<file path="config.mk">
export PLATFORM = sky130hd
export DESIGN_NAME = pbd_chain_sweeper
export DESIGN_NICKNAME = d
export VERILOG_FILES = /design/src/rtl/pbd_chain_sweeper_pkg.sv /design/src/rtl/pbd_chain_sweeper.sv
export SDC_FILE = /design/constraint.sdc
export NUM_CORES = 1
export LEC_CHECK = 0
export ABC_AREA = 1
export BUFFER_PORTS_ARGS = -buffer_cell sky130_fd_sc_hd__clkbuf_2
export CORE_MARGIN = 2
export CORE_UTILIZATION = 50
export DETAILED_ROUTE_END_ITERATION = 8
export GPL_ROUTABILITY_DRIVEN = 1
export MAX_ROUTING_LAYER = met4
export PLACE_DENSITY = 0.91
export SLEW_MARGIN = 10
export SYNTH_ARGS = -nofsm -noshare
export SYNTH_HDL_FRONTEND = slang
export SYNTH_SLANG_ARGS = --single-unit
</file>
<file path="constraint.sdc">
create_clock -name clk -period 2.4 [get_ports clk]
set_clock_uncertainty 0.15 [all_clocks]
set_input_delay 0.6 -clock clk [delete_from_list [all_inputs] [get_ports clk]]
set_output_delay 0.6 -clock clk [all_outputs]
set_load 0.02 [all_outputs]
</file>
<file path="src/rtl/pbd_chain_sweeper_pkg.sv">
// Shared definitions for the rope chain sweeper: fixed-point widths,
// {x,y} position packing helpers and FSM state encodings.
package pbd_chain_sweeper_pkg;

  localparam int FX_W  = 32;  // 16.16 fixed-point coordinate
  localparam int POS_W = 64;  // {x, y}

  // FSM encodings kept as plain constants so older netlists keep matching
  localparam logic [2:0] S_IDLE   = 3'd0;
  localparam logic [2:0] S_RD_UP  = 3'd1;
  localparam logic [2:0] S_RD_CUR = 3'd2;
  localparam logic [2:0] S_RD_DN  = 3'd3;
  localparam logic [2:0] S_ISSUE  = 3'd4;
  localparam logic [2:0] S_WAIT   = 3'd5;
  localparam logic [2:0] S_WB     = 3'd6;
  localparam logic [2:0] S_DONE   = 3'd7;

  function automatic logic [POS_W-1:0] pos_pack(input logic [FX_W-1:0] x,
                                                input logic [FX_W-1:0] y);
    return {x, y};
  endfunction

  function automatic logic [FX_W-1:0] pos_x(input logic [POS_W-1:0] p);
    return p[POS_W-1:FX_W];
  endfunction

  function automatic logic [FX_W-1:0] pos_y(input logic [POS_W-1:0] p);
    return p[FX_W-1:0];
  endfunction

endpackage

</file>
<file path="src/rtl/pbd_chain_sweeper.sv">
// Gauss-Seidel sweeper for the rope constraint unit. Walks nodes
// 1..NODES-1, presents (up, cur, down) to the constraint unit and writes
// the corrected cur back. Node 0 is the pinned anchor and is only read.
// After a write-back the window slides in place: the fresh result becomes
// UP and the old DOWN becomes CUR, so each node after the first costs one
// RAM read.
module pbd_chain_sweeper
  import pbd_chain_sweeper_pkg::*;
#(
  parameter int NODES = 16,
  parameter int ITERS = 4,
  parameter int AW    = 4
) (
  input  logic             clk,
  input  logic             rst,
  input  logic             start,
  output logic             busy,
  output logic             done,
  output logic             rd_en,
  output logic [AW-1:0]    rd_addr,
  input  logic [POS_W-1:0] rd_data,
  output logic             wr_en,
  output logic [AW-1:0]    wr_addr,
  output logic [POS_W-1:0] wr_data,
  output logic             ec_valid,
  output logic [FX_W-1:0]  ec_up_x,
  output logic [FX_W-1:0]  ec_up_y,
  output logic [FX_W-1:0]  ec_x,
  output logic [FX_W-1:0]  ec_y,
  output logic [FX_W-1:0]  ec_down_x,
  output logic [FX_W-1:0]  ec_down_y,
  output logic             ec_is_last,
  input  logic             ec_res_valid,
  input  logic [FX_W-1:0]  ec_res_x,
  input  logic [FX_W-1:0]  ec_res_y
);

  localparam int SW = (ITERS > 1) ? $clog2(ITERS) : 1;
  localparam logic [AW-1:0] LAST_NODE  = AW'(NODES - 1);
  localparam logic [SW-1:0] LAST_SWEEP = SW'(ITERS - 1);

  logic [2:0]       state;
  logic [AW-1:0]    node;
  logic [SW-1:0]    sweep;
  logic [POS_W-1:0] up_q, cur_q, dn_q, res_q;
  logic             fresh_q;   // RD_DN entered from RD_CUR: rd_data holds CUR
  logic             dn_rd_q;   // a DOWN read was issued in RD_DN
  logic             ec_valid_q;
  logic             last_q;
  logic             is_last;

  assign is_last = (node == LAST_NODE);

  // FSM, node/sweep counters and the UP/CUR/DOWN window
  always_ff @(posedge clk) begin
    if (rst) begin
      state      <= S_IDLE;
      node       <= '0;
      sweep      <= '0;
      up_q       <= '0;
      cur_q      <= '0;
      dn_q       <= '0;
      res_q      <= '0;
      fresh_q    <= 1'b0;
      dn_rd_q    <= 1'b0;
      ec_valid_q <= 1'b0;
      last_q     <= 1'b0;
    end else begin
      ec_valid_q <= 1'b0;
      case (state)
        S_IDLE: if (start) begin
          node  <= AW'(1);
          sweep <= '0;
          state <= S_RD_UP;
        end
        S_RD_UP: state <= S_RD_CUR;
        S_RD_CUR: begin
          up_q    <= rd_data;
          fresh_q <= 1'b1;
          state   <= S_RD_DN;
        end
        S_RD_DN: begin
          if (fresh_q) cur_q <= rd_data;
          fresh_q <= 1'b0;
          dn_rd_q <= !is_last;
          state   <= S_ISSUE;
        end
        S_ISSUE: begin
          // the last node has no lower neighbour; mirror CUR into DOWN
          dn_q       <= dn_rd_q ? rd_data : cur_q;
          last_q     <= is_last;
          ec_valid_q <= 1'b1;
          state      <= S_WAIT;
        end
        S_WAIT: if (ec_res_valid) begin
          res_q <= pos_pack(ec_res_x, ec_res_y);
          state <= S_WB;
        end
        S_WB: begin
          up_q  <= res_q;
          cur_q <= dn_q;
          if (!is_last) begin
            node  <= node + AW'(1);
            state <= S_RD_DN;
          end else if (sweep != LAST_SWEEP) begin
            sweep <= sweep + SW'(1);
            node  <= AW'(1);
            state <= S_RD_UP;
          end else begin
            state <= S_DONE;
          end
        end
        S_DONE:  state <= S_IDLE;
        default: state <= S_IDLE;
      endcase
    end
  end

  // RAM read strobes decoded from state; write-back reuses the latched result
  always_comb begin
    rd_en   = 1'b0;
    rd_addr = '0;
    case (state)
      S_RD_UP: begin
        rd_en   = 1'b1;
        rd_addr = node - AW'(1);
      end
      S_RD_CUR: begin
        rd_en   = 1'b1;
        rd_addr = node;
      end
      S_RD_DN: if (!is_last) begin
        rd_en   = 1'b1;
        rd_addr = node + AW'(1);
      end
      default: ;
    endcase
  end

  assign wr_en   = (state == S_WB);
  assign wr_addr = (state == S_WB) ? node : '0;
  assign wr_data = res_q;

  assign busy = (state != S_IDLE) && (state != S_DONE);
  assign done = (state == S_DONE);

  assign ec_valid   = ec_valid_q;
  assign ec_is_last = last_q;
  assign ec_up_x    = pos_x(up_q);
  assign ec_up_y    = pos_y(up_q);
  assign ec_x       = pos_x(cur_q);
  assign ec_y       = pos_y(cur_q);
  assign ec_down_x  = pos_x(dn_q);
  assign ec_down_y  = pos_y(dn_q);

endmodule

</file>
# Word level (Yosys, flattened, before mapping)
# Index checks and enable logic that the tools add are counted.
[op_classes]
shifts = 0
muxes = 24
add_sub_neg = 3
eq_ne = 16
mul = 0
order_cmp = 0
n_reduce_logical = 14
div_mod_pow = 0
n_bitwise = 0
[ops]
columns = ["cell", "count"]
rows = [
  ["64-bit case mux with 2 select lines", 2],
  ["64-bit 2-to-1 mux", 2],
  ["3-bit case mux with 8 select lines", 1],
  ["4-bit 2-to-1 mux", 5],
  ["3-bit equality test, second input constant", 4],
  ["3-bit 2-to-1 mux", 4],
  ["4-bit case mux with 3 select lines", 1],
  ["2-bit inequality test, second input constant", 4],
  ["4-bit case mux with 2 select lines", 1],
  ["2-bit nonzero test", 4],
  ["3-bit by 2-bit equality test with 1-bit output, second input constant", 2],
  ["2-bit 2-to-1 mux", 3],
  ["2-bit AND reduction", 3],
  ["4-bit by 1-bit adder with 4-bit output, second input constant", 1],
  ["4-bit equality test, second input constant", 1],
  ["2-bit by 1-bit inequality test with 1-bit output, second input constant", 2],
  ["1-bit case mux with 2 select lines", 2],
  ["2-bit case mux with 2 select lines", 1],
  ["4-bit AND reduction", 1],
  ["4-bit by 1-bit subtractor with 4-bit output, second input constant", 1],
  ["3-bit by 1-bit equality test with 1-bit output, second input constant", 1],
  ["3-bit zero test", 1],
  ["3-bit by 2-bit inequality test with 1-bit output, second input constant", 1],
  ["3-bit inequality test, second input constant", 1],
  ["7 further kinds", 8],
]
[word_totals]
elab_cells = 68
latch_bits = 0
memories = 0
ram_bits = 0
in_bits = 132
out_inout_bits = 270
romBits = 0
reg_bits = 269

# Longest topological paths before layout
# Gate-level depths: netlist of the first run.
[logic_depth]
word_depth = 4
ltp_mapped = 9
depth_no_buf = 8

# Worst setup path before layout of the first run
# OpenSTA, ideal clock, no wires.
[synth_timing]
kind = "register -> output"
startpoint = "reg state[0]"
endpoint = "out rd_addr[2]"
required_time_ns = 1.650
setup_slack_ns = 0.354
n_path_buf = 1
stages_incl_launch_ff = 7
arrival_time_ns = 1.296
path_cell_list = "dfxtp_1 -> inv_2 -> nand2_1 -> nor2_1 -> buf_2 -> inv_1 -> o221ai_1"
[synth_via]
elab_chain_len = 2
elab_cells_between_ends = 4
[synth_rtl]
columns = ["item", "line_no", "text"]
rows = [
  ["from (decl)", "pbd_chain_sweeper.sv:42", "logic [2:0] state;"],
  ["from (signal assigned)", "pbd_chain_sweeper.sv:57", "state <= S_IDLE;"],
  ["from (signal assigned)", "pbd_chain_sweeper.sv:74", "state <= S_RD_UP;"],
  ["from (signal assigned)", "pbd_chain_sweeper.sv:76", "S_RD_UP: state <= S_RD_CUR;"],
  ["3-bit by 2-bit equality test with 1-bit output or 3-bit by 1-bit equality test with 1-bit output (tied branches)", "pbd_chain_sweeper.sv:123", "case (state)"],
  ["4-bit case mux with 3 select lines *", "pbd_chain_sweeper.sv:123", ""],
  ["to (decl)", "pbd_chain_sweeper.sv:20", "output logic [AW-1:0] rd_addr,"],
]
# Mark *: on every way between the ends. The rest lies on a longest branch, timed or not.

# Worst setup path after layout of the first run
[layout_timing]
startpoint = "reg state[1]"
endpoint = "out rd_addr[3]"
# Same word-level chain as after synthesis.

==> results of run 1 <==
-- critical path: stages (launching register included) --
cell and delay, ns:
dfxtp_4 0.40, nand2_2 0.10, nor2_4 0.17, buf_4 0.15, nand2_1 0.07, o211ai_1 0.11
buf_4 0.18
-- routing by layer --
layer  wire length (um)  vias to the layer above  global-route usage (%)
met1              15100                     6019                    38.2
li1                   -                     6113                       -
met4               2480                        0                    19.4
met3               3900                      195                    6.32
met5                  0                        -                       -
met2              19000                      839                    53.1
-- power by group --
group / internal (mW) / leakage [nW] / switching [mW]
clock network: 2.50 / 0.451 / 1.78
registers: 4.61 / 2.18 / 0.128
logic: 0.452 / 3.92 / 0.826
total: 7.56 / 6.55 / 2.73
-- cell families after synthesis --
family                   Yosys count  share of synthesized area, %
AO/OA/AOI/OAI                    434                          19.6
XOR/XNOR                           2                         0.153
adder cells (fa/ha/maj)            3                         0.328
buffers and inverters            226                          8.00
flip-flops                       269                          47.0
AND/OR/NAND/NOR                  732                          24.9
-- cells in the mapped netlist --
library cell    n  area share [%]
a21oi_1       279              12
a22oi_1         1           0.066
a31oi_1        45             2.5
buf_1           5            0.16
buf_2          33             1.4
buf_4           7            0.46
clkbuf_1       80             2.6
dfxtp_1       269              47
ha_1            3            0.33
inv_1          96             3.1
inv_2           5            0.16
nand2_1       555              18
nand3_1        63             2.8
nand3_2         1           0.087
nand4_1         2            0.11
nor2_1        107             3.5
nor2_2          2            0.11
nor3_1          1           0.044
o211ai_1        2            0.13
o21a_1          1           0.066
o21ai_0       102             4.5
o21ai_1         2           0.087
o221ai_1        1           0.077
o31a_1          1           0.077
or2_0           1           0.055
xnor2_1         1           0.077
xor2_1          1           0.077
-- flip-flops by register name, indices dropped and copies added, names as in the netlist --
signal and cells:
cur_q 64, dn_q 64, dn_rd_q 1, ec_is_last 1
ec_valid 1, fresh_q 1, node 4, state 3
sweep 2, up_q 64, wr_data 64
-- final cells by class --
type	instances	area, um2	area share, %
well taps	285	357	2.41
inverters	101	390	2.63
clock inverters	8	65.1	0.439
multi-input cells	1171	5260	35.5
clock buffers	43	838	5.65
flip-flops and latches	269	5410	36.5
repair buffers	449	2500	16.9
-- final timing paths --
kind / cells past startpoint / end / from / slack [ns]
setup reg to reg: 15 / node[3]$_SDFFE_PP0P_ / node[0]$_SDFFE_PP0P_ / 0.16
setup / recovery: 6 / rd_addr[3] / state[1]$_SDFFE_PP0P_ / -0.07
hold reg to reg: 2 / wr_data[17]$_SDFFE_PP0P_ / wr_data[17]$_SDFFE_PP0P_ / 0.31
hold / removal: 3 / wr_data[41]$_SDFFE_PP0P_ / ec_res_x[9] / 0.16
-- through the flow --
step	cell area (um2)	setup WS, ns
after floorplan	11400	0.354
after detailed placement	13600	0.285
after CTS	14800	-0.0170
after global routing	14800	-0.132
after global placement	13600	0.326
final	14800	-0.0719
-- repair_timing --
| action | 4_1_cts | 5_1_grt |
|---|---|---|
| endpoints found under the setup margin | 11 | 13 |
| buffers inserted | 21 | 2 |
| pin swaps | 7 | 6 |
| resized for setup | 32 | 13 |
==> results.md, run 1 <==
- HPWL after detailed placement: 26200 um
- Cts bufs inserted: 28
- N_diodes: 0
- Yosys warnings: 0
- CP Class: reg2out
- CTS Sinks: 269
- Mapped Cells: 1666
- Worst path required time: 1.65 ns
- Final min period: 2.47 ns
- Die height: 155 um
- Final hold violations: 0
- FMAX: 0.405 GHz
- Gr usage total: 32.8%
- Final Max Tran Viols: 0
- Clk Latency, worst-skew pair: 0.54 ns
- Final setup viols: 4
- Initial antenna violation count: 0
- Site Rows: 55
- Final Core Density: 65.7%
- CTS root buf: clkbuf_16
- RSZ-0062 raised after global routing: true
- Clock Path Buffers: 3
- Detail Route Antenna Nets: 0
- Tot Pwr: 10.3 mW
- Starting Density: 50.7%
- Vias: 13200
- Arrival time at the worst endpoint: 1.72 ns
- Remaining DRCs: 0
- TNS Setup: -0.139 ns
- PortBufs: 401
- Fin nets: 2155
- Synthesized Nets: 1801
- First drt pass iteration count: 7
- Vias in the first global route: 12400
- Crit share post-route: 103%
- Status: finished with violations
- Commonest non-fill, non-tap cell in the layout: nand2_1
- Reg clk slew, reported paths: 0.06 ns
- Worst slew pin tran: 0.900 ns
- Drt via density: 5.66
- Final non-filler cell total: 2326
- Total routed wirelength: 40500 um
- Library cells used by synthesis: 27
- WL per Instance: 17.4 um
- Pwr dens: 694 nW/um2
- Relative slew slack: 40.0%
- CP Capture Type: primary output
- DRT iter0 DRCs: 1234
- Hold_buf cts: 0
- Total global routing overflow: 0
- Horiz. Die Dim: 155 um
- CP Launch Type: flop
- First-pass GRT wire length: 63100 um
- Failing checks: setup timing
- Largest net degree at the start of global routing: 177
- Crit path max fanout: 6
- Max VDD drop: 0.000514 V
- Full die area: 24100 um2
- Area Overhead vs Synth: 29.5%
- Syn avg cell area: 6.87 um2
- Gpl congestion: 0.910
- Max-cap violations: 0
- CORE AREA: 22600 um2
- Htree depth: 1
- TritonCTS clock tree: yes
- I/O pins: 402
- Type of the most critical hold path: in2reg
- Dpl cells: 2254
- Share of cells above drive strength 1: 26.0%
- #FFs+latches synth: 269
- Register area share after synthesis: 47.0%
- Most frequent cells in the layout: 548 x nand2_1, 395 x clkbuf_2, 278 x a21oi_1, 261 x dfxtp_1, 105 x nor2_1
- Fill cell count: 1837
- Min Hold Slack: 0.162 ns
- Final Worst Setup Slack: -0.0719 ns
- Mapped cell area: 11400 um2
- Leak: 6.55 nW
No activity file was read; power rests on OpenSTA's default activity.
==> inputs of run 2 (changes only) <==
Settings changed: GPL_TIMING_DRIVEN from default to 0.
==> run 2 against run 1 <==
  * Via count increased by 8.7%
  * Clock power increased by 12%
  * Design area increased by 4.4%
  * Sequential power about the same
  * Worst setup slack got worse by 0.10 ns
  * Largest cell class unchanged
  * Critical endpoint is now rd_addr[2]
  * Count of clock-buffer cells in the layout decreased by 3
  * The flow still finishes with violations (setup timing)
  * Utilization increased by 2.9 points
  * First-iteration DRC count increased by 33%
  * Critical path depth increased by 1
  * Critical path type unchanged
  * Global-route usage increased by 7.1 points
==> results.md, run 2 (synthesis results as in run 1) <==
- Status: finished with violations
- Failing checks: setup timing
- First drt pass iteration count: 5 (-2)
- CTS Sinks: 269 (unchanged)
- Relative slew slack: 39.8% (-0.21 points)
- Gpl congestion: 0.980 (+7.6%)
- R2R cell count: 11 (-4)
- Commonest non-fill, non-tap cell in the layout: nand2_1
- Htree depth: 1 (unchanged)
- Clk Latency, worst-skew pair: 0.54 ns (about the same)
- Final Core Density: 68.6% (+2.9 points)
- WL per Instance: 20.5 um (+18%)
- DRT iter0 DRCs: 1640 (+33%)
- Final setup viols: 10 (+6)
- Fin nets: 2266 (+5.2%)
- CTS root buf: clkbuf_16
- Starting Density: 50.7% (unchanged)
- Gr usage total: 39.9% (+7.1 points)
- Max-cap violations: 0 (unchanged)
- Leak: 6.88 nW (+5.0%)
- N_diodes: 0 (unchanged)
- Final non-filler cell total: 2438 (+4.8%)
- Final min period: 2.58 ns (+0.104 ns)
- Vias in the first global route: 13300 (+7.0%)
- CP Capture Type: primary output
- Pwr dens: 708 nW/um2 (+2.0%)
- Initial antenna violation count: 0 (unchanged)
- Finished Cell Area: 15500 um2 (+4.4%)
- Hold_buf cts: 0 (unchanged)
- Critical Path, Cell by Cell: inv_4, nand2_4, nor2_4, buf_8, clkinvlp_4, o221ai_2, clkbuf_8
- Worst slew pin tran: 0.903 ns (+0.00316 ns)
- CP Class: reg2out
- First-pass GRT wire length: 73000 um (+16%)
- Vias: 14300 (+8.7%)
- Horiz. Die Dim: 155 um (unchanged)
- Die height: 155 um (unchanged)
- Worst slack at placement: -0.344 ns (-0.629 ns)
- Cts bufs inserted: 29 (+3.6%)
- Site Rows: 55 (unchanged)
- Detail Route Antenna Nets: 0 (unchanged)
- Full die area: 24100 um2 (unchanged)
- Hold depth: 3 (unchanged)
- Final hold violations: 0 (unchanged)
- CP max stage cell: dfxtp_4
- Most frequent cells in the layout: 551 x nand2_1, 391 x clkbuf_2, 278 x a21oi_1, 262 x dfxtp_1, 101 x nor2_1
- Reg clk slew, reported paths: 0.06 ns (about the same)
- Final Worst Setup Slack: -0.176 ns (-0.104 ns)
- HPWL after detailed placement: 34500 um (+32%)
- Crit share post-route: 107% (+4.4 points)
- Total routed wirelength: 50100 um (+24%)
- Type of the most critical hold path: in2reg
- FMAX: 0.388 GHz (-4.1%)
- CP Launch Type: flop
- Share of cells above drive strength 1: 26.4% (+0.41 points)
- Area Overhead vs Synth: 35.2%
- Remaining DRCs: 0 (unchanged)
- Dpl cells: 2351 (+4.3%)
- TritonCTS clock tree: yes
- CORE AREA: 22600 um2 (unchanged)
- PortBufs: 400 (-0.25%)
- Worst path required time: 1.65 ns (about the same)
- Crit path max fanout: 3 (-3)
- Max VDD drop: 0.000642 V (+25%)
- RSZ-0062 raised after global routing: true
- Largest net degree at the start of global routing: 14 (-92%)
- Drt via density: 5.87 (+3.7%)
- Final Max Tran Viols: 0 (unchanged)
- CP max stage delay: 0.36 ns (-0.04 ns)
- Clock Path Buffers: 3 (unchanged)
- Arrival time at the worst endpoint: 1.83 ns (+0.11 ns)
- I/O pins: 402 (unchanged)
- Total global routing overflow: 0 (unchanged)
- Area post-placement: 13800 um2 (+1.2%)
[run 2: changes by cell type in the layout (fill, tap and decap cells not counted), moves of 3 or more]
| cell | change |
|---|---|
| nand2_1 | +3 |
| buf_8 | +8 |
| clkbuf_2 | -4 |
| buf_6 | +5 |
| bufinv_16 | +3 |
| buf_2 | +27 |
| clkbuf_1 | +70 |
| nor2_4 | +4 |
| nand2_2 | -4 |
| nor2_1 | -4 |
| buf_12 | -8 |
| buf_1 | +5 |
[run 2: critical path, delay by kind of cell, from the launching register on]
family | cells | cell delay, ns
simple gates | 2 | 0.18
buf+inv | 4 | 0.51
compound gates | 1 | 0.21
flops | 1 | 0.36
[run 2: power breakdown]
| group | internal (mW) | switching, mW |
|---|---|---|
| Combinational | 0.487 | 0.941 |
| Sequential | 4.61 | 0.127 |
| Clock | 2.89 | 1.91 |
[run 2: worst paths after layout]
check / start / endpoint / slack, ns
setup / recovery: state[0]$_SDFFE_PP0P_ / rd_addr[2] / -0.18
hold / removal: ec_res_y[2] / wr_data[2]$_SDFFE_PP0P_ / 0.15
setup reg to reg: state[0]$_SDFFE_PP0P_ / up_q[34]$_SDFFE_PP0P_ / 0.08
hold reg to reg: wr_data[30]$_SDFFE_PP0P_ / wr_data[30]$_SDFFE_PP0P_ / 0.32
[run 2: routing by layer]
metal | wire (um) | track usage (%)
met1 | 18000 | 47.4
met4 | 3330 | 22.6
met5 | 0 | -
met3 | 6000 | 8.19
met2 | 22700 | 63.4
[run 2: final cells by class]
type / instances / area, um2
timing repair buffer: 435 / 2360
sequential: 269 / 5410
inverter: 101 / 395
buffer: 124 / 628
tap: 285 / 357
fill: 1833 / 7090
clock buffer: 40 / 847
multi-input combinational: 1171 / 5320
clock inverter: 13 / 171
[run 2: stage by stage]
stage	power, mW	hold slack (ns)	TNS, ns
detailed placement	6.02	0.307	-19.78
floorplan	5.48	0.290	0
CTS	10.8	0.144	-0.625
finish	11.0	0.149	-0.895
global route	11.2	0.166	-1.36
global placement	6.00	0.299	-14.67
[run 2: what timing repair did]
item / 4_1_cts / 5_1_grt
pin swaps: 6 / 4
setup buffers: 22 / 13
setup endpoints to repair: 24 / 12
gates cloned: 0 / 1
resized for setup: 77 / 35
==> inputs of run 3 (changes only) <==
Settings changed: CTS_CLUSTER_DIAMETER from default to 60, SKIP_CTS_REPAIR_TIMING from default to 1.
==> run 3 against run 2 <==
  * The flow still finishes with violations (setup timing)
  * First-iteration DRC count up 14%
  * Sequential share of layout area increased by 0.61 points
  * Cell count decreased by 0.62%
  * Via count fell by 0.96%
  * Sequential power is essentially flat
  * Wire length is 1.8% lower
  * Register-to-register slack got worse by 0.06 ns
  * Maximum frequency fell by 3.0%
  * Critical endpoint unchanged
==> results.md, run 3 (synthesis results as in run 1) <==
- Detail Route Antenna Nets: 0 (unchanged)
- Area Overhead vs Synth: 32.8%
- R2R cell count: 6 (-5)
- Pwr dens: 697 nW/um2 (-1.5%)
- Drt via density: 5.85 (-0.34%)
- Status: finished with violations
- CTS Sinks: 269 (unchanged)
- Crit path max fanout: 8 (+5)
- RSZ-0062 raised after global routing: true
- Fill cell count: 1873 (+2.2%)
- Final setup viols: 8 (-2)
- FF-to-FF setup slack: 0.02 ns (-0.06 ns)
- HPWL after detailed placement: 34500 um (unchanged)
- Total routed wirelength: 49200 um (-1.8%)
- Gr usage total: 38.9% (-1.0 points)
- Dpl cells: 2351 (unchanged)
- Met2 usage in global routing: 62.3% (-1.0 points)
- Type of the most critical hold path: in2reg
- Clk Latency, worst-skew pair: 0.56 ns (+0.02 ns)
- PortBufs: 400 (unchanged)
- Starting Density: 50.7% (unchanged)
- Final Max Tran Viols: 0 (unchanged)
- Full die area: 24100 um2 (unchanged)
- Max-cap violations: 0 (unchanged)
- Total global routing overflow: 0 (unchanged)
- Commonest non-fill, non-tap cell in the layout: nand2_1
- First drt pass iteration count: 6 (+1)
- CORE AREA: 22600 um2 (unchanged)
- Crit share post-route: 111% (+3.3 points)
- CP Launch Type: flop
- Worst R2R End: wr_data[62]$_SDFFE_PP0P_
- FMAX: 0.376 GHz (-3.0%)
- First-pass GRT wire length: 71300 um (-2.2%)
- TritonCTS clock tree: yes
- I/O pins: 402 (unchanged)
- CP Capture Type: primary output
- N_diodes: 0 (unchanged)
- Die height: 155 um (unchanged)
- Site Rows: 55 (unchanged)
- Reg clk slew, reported paths: 0.06 ns (about the same)
- Remaining DRCs: 0 (unchanged)
- Gpl congestion: 0.980 (unchanged)
- Final Core Density: 67.4% (-1.2 points)
- Clock Path Buffers: 3 (unchanged)
- Final min period: 2.66 ns (+0.0802 ns)
- Cts bufs inserted: 29 (unchanged)
- CP endpoint: rd_addr[2]
- Relative slew slack: 28.6% (-11 points)
- Crit. Startpoint: state[0]$_SDFFE_PP0P_
- Final hold violations: 0 (unchanged)
- CTS root buf: clkbuf_16
- Max VDD drop: 0.000520 V (-19%)
- Htree depth: 1 (unchanged)
- Final Worst Setup Slack: -0.257 ns (-0.0802 ns)
- Initial antenna violation count: 0 (unchanged)
- Leak: 6.74 nW (-2.0%)
- Failing checks: setup timing
- Grt met1 use: 46.6% (-0.79 points)
- Final non-filler cell total: 2423 (-0.62%)
- GRT met3 Usage: 7.10% (-1.1 points)
- Worst slew pin tran: 1.07 ns (+0.168 ns)
- Share of cells above drive strength 1: 25.4% (-0.94 points)
- Largest net degree at the start of global routing: 15 (+1)
- Most frequent cells in the layout: 551 x nand2_1, 390 x clkbuf_2, 278 x a21oi_1, 263 x dfxtp_1, 102 x nor2_1
- WL per Instance: 20.3 um (-1.2%)
- Arrival time at the worst endpoint: 1.91 ns (+0.08 ns)
- Vias in the first global route: 13000 (-2.1%)
- Horiz. Die Dim: 155 um (unchanged)
- Vias: 14200 (-0.96%)
- Gr busiest metal: met2
- DRT iter0 DRCs: 1865 (+14%)
- CP Class: reg2out
- Worst path required time: 1.65 ns (about the same)
- Hold wc startpoint: ec_res_x[16]
- R2r startpoint: state[2]$_SDFFE_PP0P_
- Fin nets: 2252 (-0.62%)
-- run 3: critical path: stages, from the launching register on --
cell	delay (ns)
dfxtp_4	0.37
inv_4	0.08
nand2_4	0.05
nor2_4	0.18
buf_8	0.19
clkinvlp_4	0.13
o221ai_2	0.19
buf_6	0.15
-- run 3: worst min path at each step --
stage                                    end  slack (ns)  cells past startpoint
floorplan               fresh_q$_SDFFE_PP0P_        0.29                      2
global placement    wr_data[24]$_SDFFE_PP0P_        0.30                      2
detailed placement  wr_data[10]$_SDFFE_PP0P_        0.31                      2
CTS                  wr_data[2]$_SDFFE_PP0P_        0.14                      3
global route         wr_data[6]$_SDFFE_PP0P_        0.15                      3
finish              wr_data[48]$_SDFFE_PP0P_        0.14                      3
-- run 3: cell type report --
type,instances,area (um2),share of cell area (%)
timing repair buffer,421,2240,14.7
clock buffer,37,816,5.36
inverter,101,398,2.62
tap,285,357,2.34
clock inverter,15,139,0.913
multi-input combinational,1171,5250,34.5
buffer,124,607,3.99
sequential,269,5400,35.5
-- run 3: metrics by stage --
stage | setup TNS [ns] | instance area (um2) | hold WS [ns] | power, mW | setup WS (ns)
floorplan | 0 | 11400 | 0.290 | 5.48 | 0.354
global placement | -14.67 | 13800 | 0.299 | 6.00 | -0.353
CTS | -6.84 | 14800 | 0.139 | 10.5 | -0.935
global route | -1.80 | 15200 | 0.150 | 10.9 | -0.328
detailed placement | -19.78 | 13800 | 0.307 | 6.02 | -0.344
finish | -1.27 | 15200 | 0.144 | 10.6 | -0.257
-- run 3: report_power, final --
| group | internal, mW | switching (mW) |
|---|---|---|
| sequential | 4.61 | 0.124 |
| combinational | 0.443 | 0.907 |
| clock | 2.61 | 1.91 |
-- run 3: layer usage --
layer / vias to the layer above / wire, um
met4: 0 / 3150
met5: - / 0
met1: 6520 / 18100
li1: 6308 / -
met2: 1100 / 22500
met3: 243 / 5470
